$ cat config.mk
export PLATFORM = sky130hd
export DESIGN_NAME = zports_flat
export DESIGN_NICKNAME = d
export VERILOG_FILES = /design/src/rtl/zports_if.sv /design/src/rtl/zports.sv /design/src/flat_wrapper.sv
export SDC_FILE = /design/constraint.sdc
export NUM_CORES = 1
export LEC_CHECK = 0
export CORE_ASPECT_RATIO = 1.25
export CORE_MARGIN = 2
export CORE_UTILIZATION = 40
export DETAILED_ROUTE_END_ITERATION = 10
export PLACE_DENSITY = 0.73
export SLEW_MARGIN = 20
export SYNTH_ARGS = -nofsm -noshare
export SYNTH_HDL_FRONTEND = slang
export SYNTH_SLANG_ARGS = --single-unit
export TNS_END_PERCENT = 10
$ cat constraint.sdc
create_clock -name fclk -period 1.76 [get_ports fclk]
set_input_delay 0.264 -clock fclk [delete_from_list [all_inputs] [get_ports fclk]]
set_output_delay 0.264 -clock fclk [all_outputs]
set_load 0.01 [all_outputs]
$ cat src/rtl/zports_if.sv
// zports_if: ZX-bus decoder raw port-write bus plus read-back data.
// master = bus decoder side, slave = zports register block.
interface zports_if;
  logic       ports_wrena;
  logic       ports_wrstb_n;
  logic [1:0] ports_addr;
  logic [7:0] ports_wrdata;
  logic [7:0] ports_rddata;

  modport master (
    output ports_wrena,
    output ports_wrstb_n,
    output ports_addr,
    output ports_wrdata,
    input  ports_rddata
  );

  modport slave (
    input  ports_wrena,
    input  ports_wrstb_n,
    input  ports_addr,
    input  ports_wrdata,
    output ports_rddata
  );
endinterface

$ cat src/rtl/zports.sv
// zports: CONFIG / INT_STATUS / INT_MASK registers behind the ZX-bus decoder.
// Ports: fclk, rst (sync, active high); ports (zports_if.slave) raw write
//   bus + combinational read data; rommap_win/ena, w5300_ports, chip
//   resets out; w5300_int_n / sl811_intrq async in; int_n registered out.
module zports (
  input  logic       fclk,
  input  logic       rst,
  zports_if.slave    ports,
  output logic [1:0] rommap_win,
  output logic       rommap_ena,
  output logic       w5300_ports,
  output logic       w5300_rst_n,
  output logic       sl811_rst_n,
  input  logic       w5300_int_n,
  input  logic       sl811_intrq,
  output logic       int_n
);

  localparam logic [1:0] A_CFG  = 2'b01;
  localparam logic [1:0] A_STAT = 2'b10;
  localparam logic [1:0] A_MASK = 2'b11;

  // Write strobe synchroniser, [0]=s1 .. [2]=s3.
  // Cleared to 0 so a strobe already low at release gives no write.
  logic [2:0] stb_sync;
  logic       wr_start;
  logic       wr_go;
  logic       wr_cfg;
  logic       wr_stat;
  logic       wr_mask;

  always_ff @(posedge fclk) begin
    if (rst) begin
      stb_sync <= '0;
    end else begin
      stb_sync <= {stb_sync[1:0], ports.ports_wrstb_n};
    end
  end

  assign wr_start = stb_sync[2] & ~stb_sync[1];
  assign wr_go    = wr_start & ports.ports_wrena;

  always_comb begin
    wr_cfg  = 1'b0;
    wr_stat = 1'b0;
    wr_mask = 1'b0;
    if (wr_go) begin
      unique case (1'b1)
        (ports.ports_addr == A_CFG):  wr_cfg  = 1'b1;
        (ports.ports_addr == A_STAT): wr_stat = 1'b1;
        (ports.ports_addr == A_MASK): wr_mask = 1'b1;
        default: ;
      endcase
    end
  end

  // Data bits 7:6 have no home in any register.
  logic unused_wrdata;
  assign unused_wrdata = ^ports.ports_wrdata[7:6];

  // CONFIG
  logic [5:0] cfg;

  always_ff @(posedge fclk) begin
    if (rst) begin
      cfg <= '0;
    end else if (wr_cfg) begin
      cfg <= ports.ports_wrdata[5:0];
    end
  end

  assign rommap_ena  = cfg[0];
  assign rommap_win  = cfg[2:1];
  assign w5300_ports = cfg[3];
  assign w5300_rst_n = cfg[4];
  assign sl811_rst_n = cfg[5];

  // Interrupt sources, bit0 = W5300, bit1 = SL811, active high.
  logic [1:0] irq_lvl;
  logic [1:0] irq_s1;
  logic [1:0] irq_s2;
  logic [1:0] irq_hist;
  logic [1:0] irq_rise;

  assign irq_lvl = {sl811_intrq, ~w5300_int_n};

  always_ff @(posedge fclk) begin
    if (rst) begin
      irq_s1   <= '0;
      irq_s2   <= '0;
      irq_hist <= '0;
    end else begin
      irq_s1   <= irq_lvl;
      irq_s2   <= irq_s1;
      irq_hist <= irq_s2;
    end
  end

  assign irq_rise = irq_s2 & ~irq_hist;

  // Pending / mask. A same-cycle edge beats a W1C clear.
  logic [1:0] pend;
  logic [1:0] mask;
  logic [1:0] pend_clr;
  logic [1:0] pend_nxt;

  always_comb begin
    pend_clr = 2'b00;
    if (wr_stat) begin
      pend_clr = ports.ports_wrdata[1:0];
    end
    pend_nxt = (pend & ~pend_clr) | irq_rise;
  end

  always_ff @(posedge fclk) begin
    if (rst) begin
      pend <= '0;
    end else begin
      pend <= pend_nxt;
    end
  end

  always_ff @(posedge fclk) begin
    if (rst) begin
      mask <= '0;
    end else if (wr_mask) begin
      mask <= ports.ports_wrdata[1:0];
    end
  end

  // int_n follows the registered state one cycle later.
  always_ff @(posedge fclk) begin
    if (rst) begin
      int_n <= 1'b1;
    end else begin
      int_n <= ~|(pend & mask);
    end
  end

  // Read mux
  always_comb begin
    ports.ports_rddata = 8'hFF;
    unique case (ports.ports_addr)
      2'b00:  ports.ports_rddata = 8'hFF;
      A_CFG:  ports.ports_rddata = {2'b00, cfg};
      A_STAT: ports.ports_rddata = {4'h0, irq_s2, pend};
      A_MASK: ports.ports_rddata = {6'h00, mask};
      default: ports.ports_rddata = 8'hFF;
    endcase
  end

endmodule

$ cat src/flat_wrapper.sv
// flat-port wrapper written by rule: the top's interface ports become plain ports
module zports_flat 
  (fclk, rst, rommap_win, rommap_ena, w5300_ports, w5300_rst_n, sl811_rst_n, w5300_int_n, sl811_intrq, int_n, ports_ports_wrena, ports_ports_wrstb_n, ports_ports_addr, ports_ports_wrdata, ports_ports_rddata);
  zports_if ports_i ();
  input  logic fclk;
  input  logic rst;
  output logic [1:0] rommap_win;
  output logic rommap_ena;
  output logic w5300_ports;
  output logic w5300_rst_n;
  output logic sl811_rst_n;
  input  logic w5300_int_n;
  input  logic sl811_intrq;
  output logic int_n;
  input wire logic [$bits(ports_i.ports_wrena)-1:0] ports_ports_wrena;
  input wire logic [$bits(ports_i.ports_wrstb_n)-1:0] ports_ports_wrstb_n;
  input wire logic [$bits(ports_i.ports_addr)-1:0] ports_ports_addr;
  input wire logic [$bits(ports_i.ports_wrdata)-1:0] ports_ports_wrdata;
  output wire logic [$bits(ports_i.ports_rddata)-1:0] ports_ports_rddata;
  assign ports_i.ports_wrena = ports_ports_wrena;
  assign ports_i.ports_wrstb_n = ports_ports_wrstb_n;
  assign ports_i.ports_addr = ports_ports_addr;
  assign ports_i.ports_wrdata = ports_ports_wrdata;
  assign ports_ports_rddata = ports_i.ports_rddata;
  zports u_core (.fclk(fclk), .rst(rst), .ports(ports_i), .rommap_win(rommap_win), .rommap_ena(rommap_ena), .w5300_ports(w5300_ports), .w5300_rst_n(w5300_rst_n), .sl811_rst_n(sl811_rst_n), .w5300_int_n(w5300_int_n), .sl811_intrq(sl811_intrq), .int_n(int_n));
endmodule
== After elaboration in Yosys (flattened, before gate mapping) ==
Cells that the tools add are included.

* Flip-flop bits (word level): 20
* Bits of input ports: 16
* Output and inout port bits: 15

* Equal/unequal tests: 3
* Mux-type cells: 8
* Bitwise operators: 10
* Reductions and logical operators: 3

{| class="wikitable"
|+ Operator list
! kind !! number
|-
| 8-bit one-hot mux with 4 select lines || 1
|-
| 2-bit AND || 3
|-
| 1-bit two-way mux || 6
|-
| 2-bit equality test (second input constant) || 2
|-
| 2-bit inverter || 2
|-
| 1-bit AND || 2
|-
| 2-bit by 1-bit equality test with 1-bit output (second input constant) || 1
|-
| 2-bit logical NOT || 1
|-
| 2-bit two-way mux || 1
|-
| 1-bit inverter || 2
|-
| 2-bit OR || 1
|-
| 2-bit OR reduction || 1
|-
| 1-bit logical NOT || 1
|}

== Longest topological paths before layout ==
Gate-level depths: netlist of run 1.

* Depth in word-level cells: 8
* Mapped depth: 4

== Worst setup path after synthesis of run 1 ==
No wires, ideal clock.

* Path kind: input -> output
* Start point: input port ports_ports_addr[1]
* End point: output port ports_ports_rddata[7]
* Data arrival time: 0.783 ns
* Data required time: 1.496 ns
* Setup slack: 0.713 ns
* Cell stages on the path: 3
* Path buffers: 2
* Cell sequence: buf_2 nor2_1 buf_4

* Word-level cells in the longest chain between the ends: 2
* Elaborated cells on any way between the ends: 5

{| class="wikitable"
|+ RTL lines
! element !! line !! text
|-
| start, declared || flat_wrapper.sv:17 || <nowiki>input wire logic [$bits(ports_i.ports_addr)-1:0] ports_ports_addr;</nowiki>
|-
| 2-bit equality test, or another cell as far along || zports.sv:143 || <nowiki>unique case (ports.ports_addr)</nowiki>
|-
| 8-bit one-hot mux with 4 select lines * || zports.sv:143 ||
|-
| end, declared || flat_wrapper.sv:19 || <nowiki>output wire logic [$bits(ports_i.ports_rddata)-1:0] ports_ports_rddata;</nowiki>
|}

Every way passes the cells marked *; elsewhere a longest branch is shown, timed or not.

== Worst setup path in the final report of run 1 ==
* Start point: input port ports_ports_addr[1]
* End point: output port ports_ports_rddata[0]

Same word-level chain as after synthesis.

==> results.tsv, run 1 <==
metric	value	unit
grt_overflow	0	
rrSetupSlack	0.68	ns
whs_path_depth	1	
path_class	in2out	
synth-edff-count	0	
netlist.area_leader.share	0.464	
layout_setup_ws	0.0832	ns
cts_max_path_buffers	2	
cts_tree	yes	
power.share.sequential	0.590	
dp.cells	141	
clk_pin_slew_worst_paths	0.10	ns
yosysMostFrequentCell	dfxtp_1	
cp.required	1.50	ns
design_area	0.00123	sq mm
post-route-min-period	1.68	ns
htreeDepth	1	
antenna_left	0	
synthArstFlopShare	0	
io_pins	31	
dr.first_iter.drc_count	9	
synth_area_leader_cell	dfxtp_1	
cts_sinks	20	
met2_usage	0.258	
synth_seq_cells	20	
post-place-ws	-0.185	ns
p_leak	0.491	nW
setup_tns	0	ns
startpoint_type	primary input	
top_usage_layer	met2	
final_nets	142	
setup_viol	0	
clockRootBuffer	clkbuf_4	
synth.area.top_cells	dfxtp_1 (46%), nand2b_1 (14%), mux2i_1 (12%), nor2b_1 (7.2%), a21oi_1 (3.5%)	
cts_buffers	3	
dieArea	0.00255	sq mm
core	0.00200	sq mm
p_per_area	657	mW/mm^2
ys_warn_count	0	
worstPathCellList	clkdlybuf4s50_1 > buf_6 > mux2i_1 > a21oi_1 > dlygate4sd2_1	
finalNonFillerCells	144	
skew	0.00255	ns
die_w	45.6	um
met1_usage	0.198	
syn-instance-count	90	
maxSlewViolCount	0	
rsz0062_at_grt	no	
die_y	55.9	um
synthFlopType	dfxtp_1	
grtUsageTotal	0.160	
grt_pass1_wl	2990	um
combPwrFrac	0.147	
slew_headroom	0.801	
r2r_end	u_core.cfg[2]$_SDFFE_PP0P_	
hpwl	1340	um
vdd_ir_drop_max	0.526	mV
timing.fmax	596	MHz
antenna_cells	0	
ctsHoldBuffers	0	
p_sw	0.187	mW
gp_congestion	0.774	
grtUsageMet3	0.0195	
drtPass1Iterations	4	
critPathMaxFanout	10	
drive_gt1_frac	0.113	
switching_share	0.232	
avgSynthCellArea	9.59	sq um
cp_slowest_stage_delay	0.47	ns
hold_viol_final	0	
place_area	0.00121	sq mm
p_int	0.618	mW
vias	703	
rows	18	
crit_arrival	1.41	ns
totalWireLength	1750	um
final_core_util	0.612	
initial_core_util	0.431	
synthDistinctLibCells	20	
synthTopCellsByCount	dfxtp_1 (20), nand2b_1 (19), mux2i_1 (10), nor2b_1 (10), a21oi_1 (6)	
hold_path_class	reg2reg	
grt_max_degree	14	
fin_crit_sh	0.953	
drc	0	
worst_hold_slack	0.454	ns
routedWlPerCell	12.1	um
grt_antenna_before_repair	0	
io_buffers	28	
syn-num-nets	106	
holdPathEnd	u_core.stb_sync[1]$_SDFF_PP0_	
drv_cap	0	
rr_worst_depth	4	
cts_setup_buffers	0	
viasPerCell	4.88	
p_clk_frac	0.264	
area_growth	42.0	%
min_from	u_core.stb_sync[0]$_SDFF_PP0_	
total_power	0.805	mW
syn_area	863	sq um
ys_seq_area_frac	0.464	
grt_pass1_vias	681	
timing.rr.start	u_core.stb_sync[1]$_SDFF_PP0_	
status	complete, no violations	
cpMaxStageDelayCell	clkdlybuf4s50_1	
critPathCaptureType	output pin	
tightest_slew	0.297	ns
clkLatencyLatePin	0.30	ns
==> routing by layer <==
layer,share of wire,up-vias
met5,0,-
met4,0.025,0
met3,0.030,5
met2,0.51,19
met1,0.43,321
li1,-,358
==> final cells by class <==
type                       instances  area (sq um)
tap                               20          25.0
inverter                           5          21.3
timing repair buffer              36           347
clock buffer                       3          22.5
sequential                        20           400
multi-input combinational         60           410
fill                             180           778
==> worst max-delay path by stage <==
stage / from / endpoint / slack (ns) / cells past startpoint
4_1_cts: ports_ports_addr[1] / ports_ports_rddata[0] / 0.06 / 5
2_1_floorplan: ports_ports_addr[1] / ports_ports_rddata[7] / 0.71 / 3
3_3_place_gp: ports_ports_addr[1] / ports_ports_rddata[2] / -0.16 / 5
5_1_grt: ports_ports_addr[1] / ports_ports_rddata[0] / 0.01 / 5
3_5_place_dp: ports_ports_addr[1] / ports_ports_rddata[2] / -0.19 / 5
6_report: ports_ports_addr[1] / ports_ports_rddata[0] / 0.08 / 5
==> cell usage in the layout, fill, tap and decap left out, drive strengths merged <==
master	count
or2	2
mux2i	10
o21ai	2
inv	5
dlygate4sd2	8
buf	8
nand2b	19
nor2b	10
nor3	1
a21oi	6
nor2	5
clkbuf	3
nand3b	1
clkdlybuf4s50	20
nand4b	1
dfxtp	20
a22oi	1
a2bb2oi	2
==> flip-flops by register name (all words and copies together), names as in the netlist <==
name             cells
u_core.mask          2
u_core.irq_hist      2
u_core.irq_s2        2
u_core.irq_s1        2
u_core.cfg           6
u_core.int_n         1
u_core.pend          2
u_core.stb_sync      3
==> worst max-delay path: cells and delay by family <==
kind	cells	cell delay, ns
AO/OA/AOI/OAI	1	0.08
multiplexers	1	0.19
buffers and inverters	3	0.89
==> cells by family (layout without fill, tap and decap cells) <==
group,count (synthesis),in the layout,synth area share
AOI/OAI and AO/OA,11,11,0.0754
buffers and inverters,10,44,0.0609
DFF,20,20,0.464
muxes,10,10,0.116
and+or+nand+nor,39,39,0.284
==> power by group through the flow <==
stage / Combinational, mW / Sequential, mW / Clock [mW]
2_1_floorplan: 0.0565 / 0.482 / 0
3_3_place_gp: 0.124 / 0.485 / 0
3_5_place_dp: 0.126 / 0.485 / 0
4_1_cts: 0.119 / 0.475 / 0.219
5_1_grt: 0.128 / 0.476 / 0.234
6_report: 0.118 / 0.475 / 0.212
==> repair_timing <==
| action | CTS | global route |
|---|---|---|
| gates cloned | 0 | 0 |
| pin swaps | 0 | 0 |
| endpoints found under the setup margin | 8 | 1 |
| gates resized for setup | 8 | 1 |
Note: power is estimated with default switching activity, not from simulation.
==> run 2, diff against run 1 <==
--- a/config.mk
+++ b/config.mk
@@ -10,7 +10,6 @@
 export CORE_UTILIZATION = 40
 export DETAILED_ROUTE_END_ITERATION = 10
 export PLACE_DENSITY = 0.73
-export SLEW_MARGIN = 20
 export SYNTH_ARGS = -nofsm -noshare
 export SYNTH_HDL_FRONTEND = slang
 export SYNTH_SLANG_ARGS = --single-unit
==> results of run 2 <==
Final layout, timing and power as in run 1 (identical DEF).
==> run 3, diff against run 2 <==
--- a/config.mk
+++ b/config.mk
@@ -9,6 +9,7 @@
 export CORE_MARGIN = 2
 export CORE_UTILIZATION = 40
 export DETAILED_ROUTE_END_ITERATION = 10
+export GPL_TIMING_DRIVEN = 0
 export PLACE_DENSITY = 0.73
 export SYNTH_ARGS = -nofsm -noshare
 export SYNTH_HDL_FRONTEND = slang
==> run 3 against run 2 <==
Sequential power is essentially flat. Clock power grew 26%. Register-to-register slack lost 0.11 ns. Highest routed layer unchanged.
==> results.tsv, run 3 (synthesized netlist as in run 1, its figures left out) <==
metric	value	unit
die_y	55.9	um
grt_antenna_before_repair	0	
total_power	0.853	mW
min_from	ports_ports_addr[0]	
area_growth	39.0	%
slew_headroom	0.698	
crit_arrival	1.38	ns
place_area	0.00116	sq mm
viasPerCell	4.96	
htreeDepth	1	
clkLatencyLatePin	0.30	ns
dieArea	0.00255	sq mm
vias	699	
crit_buf_inv	3	
clk_pin_slew_worst_paths	0.11	ns
timing.fmax	610	MHz
skew	0.00647	ns
dp.cells	137	
setup_tns	0	ns
io_buffers	27	
io_pins	31	
antenna_left	0	
largest_registers	u_core.cfg: 6 flops, u_core.stb_sync: 3 flops	
largest_reg_flops	6	
dr.first_iter.drc_count	3	
setup_viol	0	
post-route-min-period	1.64	ns
die_w	45.6	um
grt_max_degree	12	
timing.rr.start	u_core.stb_sync[1]$_SDFF_PP0_	
critPathMaxFanout	10	
grt_pass1_wl	3090	um
rsz0062_at_grt	no	
tightest_slew	0.452	ns
grt_overflow	0	
finalNonFillerCells	141	
fin_crit_sh	0.932	
hpwl	1320	um
hold_viol_final	0	
cp_slowest_stage_delay	0.55	ns
grtUsageTotal	0.162	
startpoint_type	primary input	
hold_path_class	in2reg	
layout_setup_ws	0.120	ns
routedWlPerCell	12.1	um
drtPass1Iterations	4	
crit_path_start	ports_ports_addr[1]	
cts_tree	yes	
clockRootBuffer	clkbuf_4	
core	0.00200	sq mm
rows	18	
cp_top_family	buffers and inverters	
worstPathCellList	dlygate4sd2_1 > buf_6 > nor2_1 > clkdlybuf4s50_1	
final_cell_mix	clkdlybuf4s50_1 (20), dfxtp_1 (20), nand2b_1 (19)	
final_nets	138	
p_per_area	711	mW/mm^2
antenna_cells	0	
status	complete, no violations	
grt_pass1_vias	725	
p_leak	0.487	nW
multi_input_area	410	sq um
final_core_util	0.599	
fillers	197	
critPathCaptureType	output pin	
drv_cap	0	
gp_congestion	0.749	
worst_hold_slack	0.312	ns
seqCellArea	400	sq um
design_area	0.00120	sq mm
regMostFlops	u_core.cfg	
ctsHoldBuffers	0	
totalWireLength	1710	um
drive_gt1_frac	0.0826	
cpMaxStageDelayCell	clkdlybuf4s50_1	
post-place-ws	-0.351	ns
cts_sinks	20	
cts_setup_buffers	0	
drc	0	
initial_core_util	0.431	
cts_max_path_buffers	2	
vdd_ir_drop_max	0.450	mV
maxSlewViolCount	0	
cp.required	1.50	ns
cts_buffers	3	
path_class	in2out	
[run 3: cell count changes in the layout (fill, tap and decap cells not counted), sizes merged]
cell	before	now
buf	8	3
dlygate4sd2	8	5
dlymetal6s2s	0	2
clkbuf	3	6
[run 3: worst paths after layout]
check / depth (start not counted) / slack [ns] / to
max reg2reg: 3 / 0.57 / u_core.cfg[4]$_SDFFE_PP0P_
min: 3 / 0.31 / u_core.pend[1]$_SDFF_PP0_
max: 4 / 0.12 / ports_ports_rddata[6]
min reg2reg: 1 / 0.45 / u_core.irq_s2[0]$_SDFF_PP0_
[run 3: area by class of cell]
class | instances | share of cell area
timing repair buffer | 27 | 0.224
buffer | 5 | 0.0313
tap | 20 | 0.0209
inverter | 5 | 0.0177
clock buffer | 4 | 0.0302
sequential | 20 | 0.334
multi-input combinational | 60 | 0.342
[run 3: where the power goes]
part / internal, mW / leakage (nW) / switching, mW
logic: 0.0673 / 0.303 / 0.0451
clock network: 0.126 / 0.0210 / 0.141
registers: 0.467 / 0.163 / 0.00735
total: 0.660 / 0.487 / 0.193
[run 3: metal layers]
| layer | global-route usage | vias up | part of all wire |
|---|---|---|---|
| li1 | - | 354 | - |
| met1 | 0.188 | 321 | 0.43 |
| met2 | 0.286 | 19 | 0.53 |
| met3 | 0.0195 | 5 | 0.029 |
| met4 | 0.0630 | 0 | 0.016 |
| met5 | 0 | - | 0 |
[run 3: tightest hold or removal path, cell delays in order]
cell     delay (ns)
buf_6          0.12
nor2_1         0.07
o21ai_0        0.13
[run 3: timing repair]
action | in CTS | in global routing
pin swaps | 0 | 0
endpoints found under the setup margin | 8 | 2
endpoints found under the hold margin | 0 | 0
resized for setup | 7 | 2
